===== src/rtl/uart_rx_pkg.sv =====
// uart_rx_pkg: shared state encoding, parity and bit-index constants for the UART receive controller
package uart_rx_pkg;

    localparam logic [2:0] ST_IDLE   = 3'd0;
    localparam logic [2:0] ST_START  = 3'd1;
    localparam logic [2:0] ST_DATA   = 3'd2;
    localparam logic [2:0] ST_PARITY = 3'd3;
    localparam logic [2:0] ST_STOP   = 3'd4;
    localparam logic [2:0] ST_DONE   = 3'd5;

    typedef enum logic [2:0] {
        IDLE   = ST_IDLE,
        START  = ST_START,
        DATA   = ST_DATA,
        PARITY = ST_PARITY,
        STOP   = ST_STOP,
        DONE   = ST_DONE
    } state_e;

    localparam logic PAR_EVEN = 1'b0;
    localparam logic PAR_ODD  = 1'b1;

    localparam logic [3:0] START_BIT     = 4'd0;
    localparam logic [3:0] LAST_DATA_BIT = 4'd8;
    localparam logic [3:0] PAR_BIT       = 4'd9;

    // parity bit the transmitter should have sent for this byte
    function automatic logic exp_par(input logic [7:0] d, input logic typ);
        return (^d) ^ (typ == PAR_ODD);
    endfunction

    // states in which a bit is being sampled and the counters run
    function automatic logic is_active(input state_e s);
        return s inside {START, DATA, PARITY, STOP};
    endfunction

endpackage


===== src/rtl/uart_rx_ctrl_edge_bit_counter.sv =====
// edge_bit_counter: oversample edge counter and frame bit counter with bit-boundary tick
module edge_bit_counter
    import uart_rx_pkg::*;
#(
    parameter int WIDTH = 6
) (
    input  logic             clk,
    input  logic             rst,
    input  logic             en_i,
    input  logic [WIDTH-1:0] prescale_i,
    output logic [WIDTH-1:0] edge_cnt_o,
    output logic [3:0]       bit_cnt_o,
    output logic             tick_o
);

    logic [WIDTH-1:0] edge_q, edge_d;
    logic [3:0]       bit_q, bit_d;

    assign tick_o     = edge_q == prescale_i - WIDTH'(1);
    assign edge_cnt_o = edge_q;
    assign bit_cnt_o  = bit_q;

    // count edges within a bit, wrapping on the tick; a dropped enable zeroes both counters
    always_comb begin
        edge_d = en_i ? (tick_o ? '0 : edge_q + WIDTH'(1)) : '0;
        bit_d  = en_i ? bit_q + {3'd0, tick_o} : '0;
    end

    // counter registers
    always_ff @(posedge clk or posedge rst) begin
        if (rst) begin
            edge_q <= '0;
            bit_q  <= '0;
        end else begin
            edge_q <= edge_d;
            bit_q  <= bit_d;
        end
    end

endmodule


===== src/rtl/uart_rx_ctrl.sv =====
// uart_rx_ctrl: UART receive frame FSM with parity/stop checking and sampler/deserializer enables
module uart_rx_ctrl
    import uart_rx_pkg::*;
#(
    parameter int WIDTH = 6
) (
    input  logic             CLK,
    input  logic             RST,
    input  logic             RX_IN,
    input  logic             PAR_EN,
    input  logic             PAR_TYP,
    input  logic [WIDTH-1:0] PRESCALE,
    input  logic             SAMPLED_BIT,
    input  logic [7:0]       P_DATA,
    output logic             DAT_SAMP_EN,
    output logic             DESER_EN,
    output logic [WIDTH-1:0] EDGE_CNT,
    output logic [3:0]       BIT_CNT,
    output logic             DATA_VALID,
    output logic             PAR_ERR,
    output logic             STP_ERR
);

    state_e state_q, state_d;
    logic   par_err_q, par_err_d;
    logic   stp_err_q, stp_err_d;
    logic   tick;
    logic   cnt_en;

    // counters run only while staying inside the frame, so they read 0 on entry and after leaving
    assign cnt_en = is_active(state_q) && is_active(state_d);

    edge_bit_counter #(.WIDTH(WIDTH)) u_cnt (
        .clk       (CLK),
        .rst       (RST),
        .en_i      (cnt_en),
        .prescale_i(PRESCALE),
        .edge_cnt_o(EDGE_CNT),
        .bit_cnt_o (BIT_CNT),
        .tick_o    (tick)
    );

    // next-state and error-flag logic
    always_comb begin
        state_d   = state_q;
        par_err_d = par_err_q;
        stp_err_d = stp_err_q;
        case (state_q)
            IDLE: if (!RX_IN) begin
                state_d   = START;
                par_err_d = 1'b0;
                stp_err_d = 1'b0;
            end
            START:  if (tick) state_d = SAMPLED_BIT ? IDLE : DATA;
            DATA:   if (tick && BIT_CNT == LAST_DATA_BIT) state_d = PAR_EN ? PARITY : STOP;
            PARITY: if (tick) begin
                par_err_d = SAMPLED_BIT ^ exp_par(P_DATA, PAR_TYP);
                state_d   = STOP;
            end
            STOP: if (tick) begin
                stp_err_d = !SAMPLED_BIT;
                state_d   = DONE;
            end
            default: state_d = IDLE;
        endcase
    end

    // state and sticky error flag registers
    always_ff @(posedge CLK or posedge RST) begin
        if (RST) begin
            state_q   <= IDLE;
            par_err_q <= 1'b0;
            stp_err_q <= 1'b0;
        end else begin
            state_q   <= state_d;
            par_err_q <= par_err_d;
            stp_err_q <= stp_err_d;
        end
    end

    assign DAT_SAMP_EN = is_active(state_q);
    assign DESER_EN    = state_q == DATA;
    assign DATA_VALID  = state_q == DONE && !par_err_q && !stp_err_q;
    assign PAR_ERR     = par_err_q;
    assign STP_ERR     = stp_err_q;

endmodule


===== config.mk =====
export PLATFORM = sky130hd
export DESIGN_NAME = uart_rx_ctrl
export DESIGN_NICKNAME = d
export VERILOG_FILES = /design/src/rtl/uart_rx_pkg.sv /design/src/rtl/uart_rx_ctrl_edge_bit_counter.sv /design/src/rtl/uart_rx_ctrl.sv
export SDC_FILE = /design/constraint.sdc
export NUM_CORES = 1
export LEC_CHECK = 0
export ABC_AREA = 0
export CAP_MARGIN = 20
export CORE_MARGIN = 4
export CORE_UTILIZATION = 56
export DETAILED_ROUTE_END_ITERATION = 12
export DONT_BUFFER_PORTS = 1
export PLACE_DENSITY_LB_ADDON = 0.25
export SYNTH_ARGS = -nofsm -noshare
export SYNTH_HDL_FRONTEND = slang
export SYNTH_SLANG_ARGS = --single-unit

===== constraint.sdc =====
create_clock -name CLK -period 6.6 [get_ports CLK]
set_input_delay 0.99 -clock CLK [delete_from_list [all_inputs] [get_ports CLK]]
set_output_delay 0.99 -clock CLK [all_outputs]
set_load 0.01 [all_outputs]

After elaboration in Yosys (flattened, before gate mapping)
Index checks and enable logic that the tools add are counted.
Word-level totals
  bits in registers: 15
  input port bits: 20
  output and inout bits: 15
  logic and storage cells: 55
Operators by class
  add/sub/neg operators: 3
  equal/unequal tests: 14
  muxes and demuxes: 16
  bitwise gates (word level): 2
  reduce and logical (&&, ||, !) cells: 15
Operators with widths (count)
  3-bit two-way mux: 6
  3-bit one-hot mux with 5 select lines: 1
  3-bit by 2-bit equality test with 1-bit output (second input constant): 4
  6-bit two-way mux: 2
  3-bit equality test (second input constant): 3
  4-bit nonzero test: 2
  8-bit XOR reduction: 1
  6-bit by 1-bit adder with 6-bit output (second input constant): 1
  3-bit by 1-bit equality test with 1-bit output (second input constant): 2
  6-bit equality test: 1
  2-bit != test (second input constant): 3
  3-bit AND reduction: 2
  6-bit by 1-bit subtractor with 6-bit output (second input constant): 1
  4-bit by 1-bit adder with 4-bit output: 1
  4-bit equality test (second input constant): 1
  1-bit logical AND: 4
  4-bit two-way mux: 1
  1-bit one-hot mux with 2 select lines: 2
  2-bit nonzero test: 2
  1-bit zero test: 3
  3-bit zero test: 1
  1-bit two-way mux: 3
  2-bit two-way mux: 1
  1-bit bitwise XOR: 2

Longest topological paths before layout
  word-level depth: 9
  depth in mapped cells: 13
  mapped depth without buffers: 12

Hierarchy
A second synthesis with hierarchy kept.
Unflattened totals
  cells, all modules: 108
  area total of the unflattened synthesis: 1058.5 um^2
By module, submodules not included
  edge_bit_counter: instances 1, cells each 60, area each 620.6 um^2, seq. area each 250.2 um^2
  uart_rx_ctrl: instances 1, cells each 48, area each 437.9 um^2, seq. area each 125.1 um^2

Worst setup path before layout
Ideal clock, no wire load.
  kind: input-to-reg
  start point: input port PRESCALE[1]
  end point: register u_cnt.bit_q[2], in the netlist u_cnt.bit_cnt_o[2]
  setup time: 0.078 ns
  arrival time: 3.503 ns
  data required time: 6.522 ns
  setup slack: 3.019 ns
  stages: 8
  path buffers: 1
  cell sequence: or4_1 > or3_1 > a2111o_1 > or2_0 > buf_6 > a311o_1 > or3_4 > a21oi_1
On the way
  cells in the longest elaborated chain, start to end: 9
  elaborated cells on any way between the ends: 16
  classes of those cells: add/sub: 2; eq/ne: 5; mux: 6; reduce/logical: 3
RTL lines
  start, declared: RTL line uart_rx_ctrl.sv:12  | input logic [WIDTH-1:0] PRESCALE,
  6-bit by 1-bit subtractor with 6-bit output *: RTL line uart_rx_ctrl_edge_bit_counter.sv:19  | assign tick_o = edge_q == prescale_i - WIDTH'(1);
  6-bit equality test *: RTL line uart_rx_ctrl_edge_bit_counter.sv:19
  1-bit logical AND: RTL line uart_rx_ctrl.sv:55  | DATA: if (tick && BIT_CNT == LAST_DATA_BIT) state_d = PAR_EN ? PARITY : STOP;
  3-bit two-way mux: RTL line uart_rx_ctrl.sv:55
  3-bit one-hot mux with 5 select lines *: RTL line uart_rx_ctrl.sv:48  | case (state_q)
  via state_d[0]: RTL line uart_rx_ctrl.sv:24  | state_e state_q, state_d;
  3-bit by 1-bit equality test with 1-bit output (tied with other cells): RTL line uart_rx_pkg.sv:34  | return s inside {START, DATA, PARITY, STOP};
  4-bit nonzero test *: RTL line uart_rx_pkg.sv:34
  1-bit logical AND *: RTL line uart_rx_ctrl.sv:31  | assign cnt_en = is_active(state_q) && is_active(state_d);
  4-bit two-way mux *: RTL line uart_rx_ctrl_edge_bit_counter.sv:26  | bit_d = en_i ? bit_q + {3'd0, tick_o} : '0;
  via u_cnt.bit_d[2]: RTL line uart_rx_ctrl_edge_bit_counter.sv:17  | logic [3:0] bit_q, bit_d;
  end signal, assigned: RTL line uart_rx_ctrl_edge_bit_counter.sv:36  | bit_q <= bit_d;
  end, declared: RTL line uart_rx_ctrl_edge_bit_counter.sv:17
The timed path passes the listed nets; every way through them passes the cells marked *.
A chain may end at the register's enable or synchronous reset.

Worst setup path after layout
  start point: input port PRESCALE[1]
  end point: register u_cnt.bit_q[0], in the netlist u_cnt.bit_cnt_o[0]
Same word-level chain as after synthesis.

==> metrics.txt <==
CTS H-Tree Depth=1; crit-path max FO=8; syn_nets=137; clk_lat worst skew=around 0.28 ns; final-layout fill cell count=between 150 and 200; Sink Count=15; clock transition at the registers of the reported paths=around 0.08 ns; vias in the first global route=767; initial antenna violation count=0; Worst VDD drop=0.000232 V; num rows=15; startpoint type of the worst setup path=input port; status=finished clean; iteration-0 DRC count of the detailed router=9; WP data required=6.81 ns; RSZ-0062 raised after global routing=false; routability congestion estimate=0.857; yosys warns=0; first-pass GRT wire length=between 3000 and 4000 um; fmax=roughly 290 MHz; switching fraction of total power=approximately 40%; Cell Area, Synth=slightly above 1000 um2; HPWL after detailed placement=1600 um; # DRC=0; CTS tree=yes; Max Cap Viol=0; GRT Total Usage=16.6%; Power Dens Cells=around 300 nW/um2; Seq pwr share=roughly 49%; count of final hold-check violations=0; via/cell ratio=roughly 5.7; worst path arrival time=3.67 ns; Worst Setup End Kind=flop; Least-Margin Pin Slew=just over 0.7 ns; Slowest-stage cell, CP=or4_1; Worst Skew=approximately 0.0017 ns; Lkg Pwr=~0.47 nW; DIE HEIGHT=50.5 um; Power Internal=around 190 uW; largest stage delay on the critical path=approximately 0.53 ns; ANT cells=0; endpoints failing setup=0; # hold bufs at CTS=0; Core Box Area=about 1700 um2; pin count of the biggest net entering global routing=16; Antenna Nets Post-Route=0; Max Slew Vio Count=0; CP Cell Sequence=or4_1 > or3_1 > a2111o_1 > or2_0 > a311o_1 > or3_4 > a21oi_1; root buf cell=clkbuf_4; Net count, final=140; Port-buffer cells=0; Post-Synthesis Cells=113; Area Growth Syn to Fin=4.20%; Fin Setup TNS=0 ns; Avg Inst Size Synth=between 8 and 9 um2; share of layout cells above drive strength 1=~4.3%; multi-input logic area=about 590 um2; Initial Util=about three fifths; #FFs+latches synth=15; CTS buffer count=3; clock tree buffer depth=2; die area=around 2600 um2; HP Class=in -> async; worst reg2reg path depth=7; Distinct cells, synth=33; die width=50.5 um; via count=roughly 800; Comb pwr share=a little over a third; final hold slack=roughly 0.63 ns; clock network fraction of total power=approximately 16%; Post-CTS Repair Setup Buffers=0; detailed-route wire length per cell=between 10 and 15 um; FF+latch area=about 380 um2; P_sw=130 uW; final period utilization=a little over half; register area share after synthesis=37.0%; kind of critical path=in -> reg; slew margin rel.=51.9%; Ports=35; Period minus WS final=roughly 3.5 ns; DR pass1 iterations=5; final wirelength=approximately 2000 um; CTS resizes=0; GRT overflow=0
-- registers in the layout, summed over array words and instances, names as in the netlist --
signal / count
u_cnt.edge_cnt_o: 6
u_cnt.bit_cnt_o: 4
state_q: 3
PAR_ERR: 1
STP_ERR: 1
-- worst paths after layout --
check / from / end / slack, ns
max: PRESCALE[1] / u_cnt.bit_cnt_o[0] / 3.13
min: RST / u_cnt.edge_cnt_o[3] / 0.63
max reg2reg: u_cnt.edge_cnt_o[5] / u_cnt.bit_cnt_o[0] / 3.70
min reg2reg: u_cnt.edge_cnt_o[0] / u_cnt.edge_cnt_o[0] / 0.64
max in group asynchronous: RST / state_q[0] / 5.61
min in group CLK: u_cnt.edge_cnt_o[0] / u_cnt.edge_cnt_o[0] / 0.64
-- synthesized netlist by cell type --
| cell | count | area [um2] |
|---|---|---|
| o21ai_1 | 1 | 5.00 |
| nor4b_1 | 1 | 8.76 |
| o21ai_0 | 4 | 20.0 |
| a21oi_1 | 6 | 30.0 |
| a31oi_1 | 2 | 12.5 |
| nor2_1 | 11 | 41.3 |
| a21o_1 | 1 | 7.51 |
| inv_1 | 8 | 30.0 |
| and3b_1 | 1 | 8.76 |
| a31o_2 | 1 | 8.76 |
| nand2b_1 | 1 | 6.26 |
| clkbuf_1 | 1 | 3.75 |
| xnor2_1 | 18 | 158 |
| nor2b_1 | 3 | 18.8 |
| and3_1 | 1 | 6.26 |
| nor4_1 | 4 | 25.0 |
| or3_4 | 1 | 11.3 |
| or4_1 | 1 | 7.51 |
| a311o_1 | 1 | 10.0 |
| nor3b_1 | 1 | 7.51 |
| o31ai_1 | 1 | 7.51 |
| or2_0 | 1 | 6.26 |
| dfrtp_1 | 15 | 375 |
| ha_1 | 4 | 50.1 |
| nor3_1 | 1 | 5.00 |
| nand3_1 | 3 | 15.0 |
| o41ai_1 | 1 | 8.76 |
| a2111o_1 | 1 | 11.3 |
| buf_6 | 1 | 11.3 |
| xor2_1 | 4 | 35.0 |
| o41a_1 | 1 | 11.3 |
| nand2_1 | 10 | 37.5 |
| or3_1 | 2 | 12.5 |
-- metal layers --
metal	global-route usage, %	wire (um)
met1	21.8	869
met2	25.4	925
met3	4.45	167
met4	7.17	29
met5	0	0
-- power groups by stage --
stage | sequential (mW) | clock (mW) | combinational [mW]
floorplan | 0.141 | 0 | 0.102
global placement | 0.155 | 0 | 0.111
detailed placement | 0.156 | 0 | 0.111
CTS | 0.154 | 0.0506 | 0.112
global route | 0.158 | 0.0572 | 0.126
finish | 0.153 | 0.0511 | 0.112
-- worst max-delay path, delay by kind of cell --
| kind | cells | cell delay, ns |
|---|---|---|
| compound gates | 3 | 1.03 |
| simple gates | 4 | 1.66 |
-- per-stage QoR --
stage / setup slack (ns) / power, mW / instance area (um2) / std cells / util, %
floorplan: 3.02 / 0.244 / 1010 / 113 / -
global placement: 2.93 / 0.266 / 1030 / 136 / 59.6
detailed placement: 2.85 / 0.267 / 1030 / 136 / 59.6
CTS: 3.12 / 0.316 / 1060 / 140 / 61.2
global route: 2.99 / 0.341 / 1060 / 140 / 61.2
finish: 3.13 / 0.316 / 1060 / 140 / 61.2
-- cells in the final DEF, fill, tap and decap left out, drive strengths merged --
master	n
xnor2	18
dfrtp	15
nor2	11
nand2	10
inv	8
a21oi	6
o21ai	5
nor4	4
xor2	4
ha	4
clkbuf	4
nor2b	3
nand3	3
or3	3
a31oi	2
or4	1
nor3	1
a2111o	1
and3b	1
a31o	1
or2	1
nor4b	1
a311o	1
nand2b	1
o31ai	1
o41ai	1
o41a	1
and3	1
nor3b	1
a21o	1
-- final cells by class --
cell class	instances	share of cell area, %
clock buffers	4	2.49
flip-flops and latches	15	35.5
multi-input cells	88	56.2
well taps	25	2.96
inverters	8	2.84
-- cell families (layout without fill, tap and decap cells) --
group | after synthesis | in the layout | synth area share, %
adders and majority gates | 4 | 4 | 4.94
AOI/OAI and AO/OA | 20 | 20 | 13.1
DFF | 15 | 15 | 37.0
buffers and inverters | 10 | 12 | 4.44
xor gates and xnor gates | 22 | 22 | 19.0
and+or+nand+nor | 42 | 42 | 21.5
No activity file was read; power rests on OpenSTA's default activity.
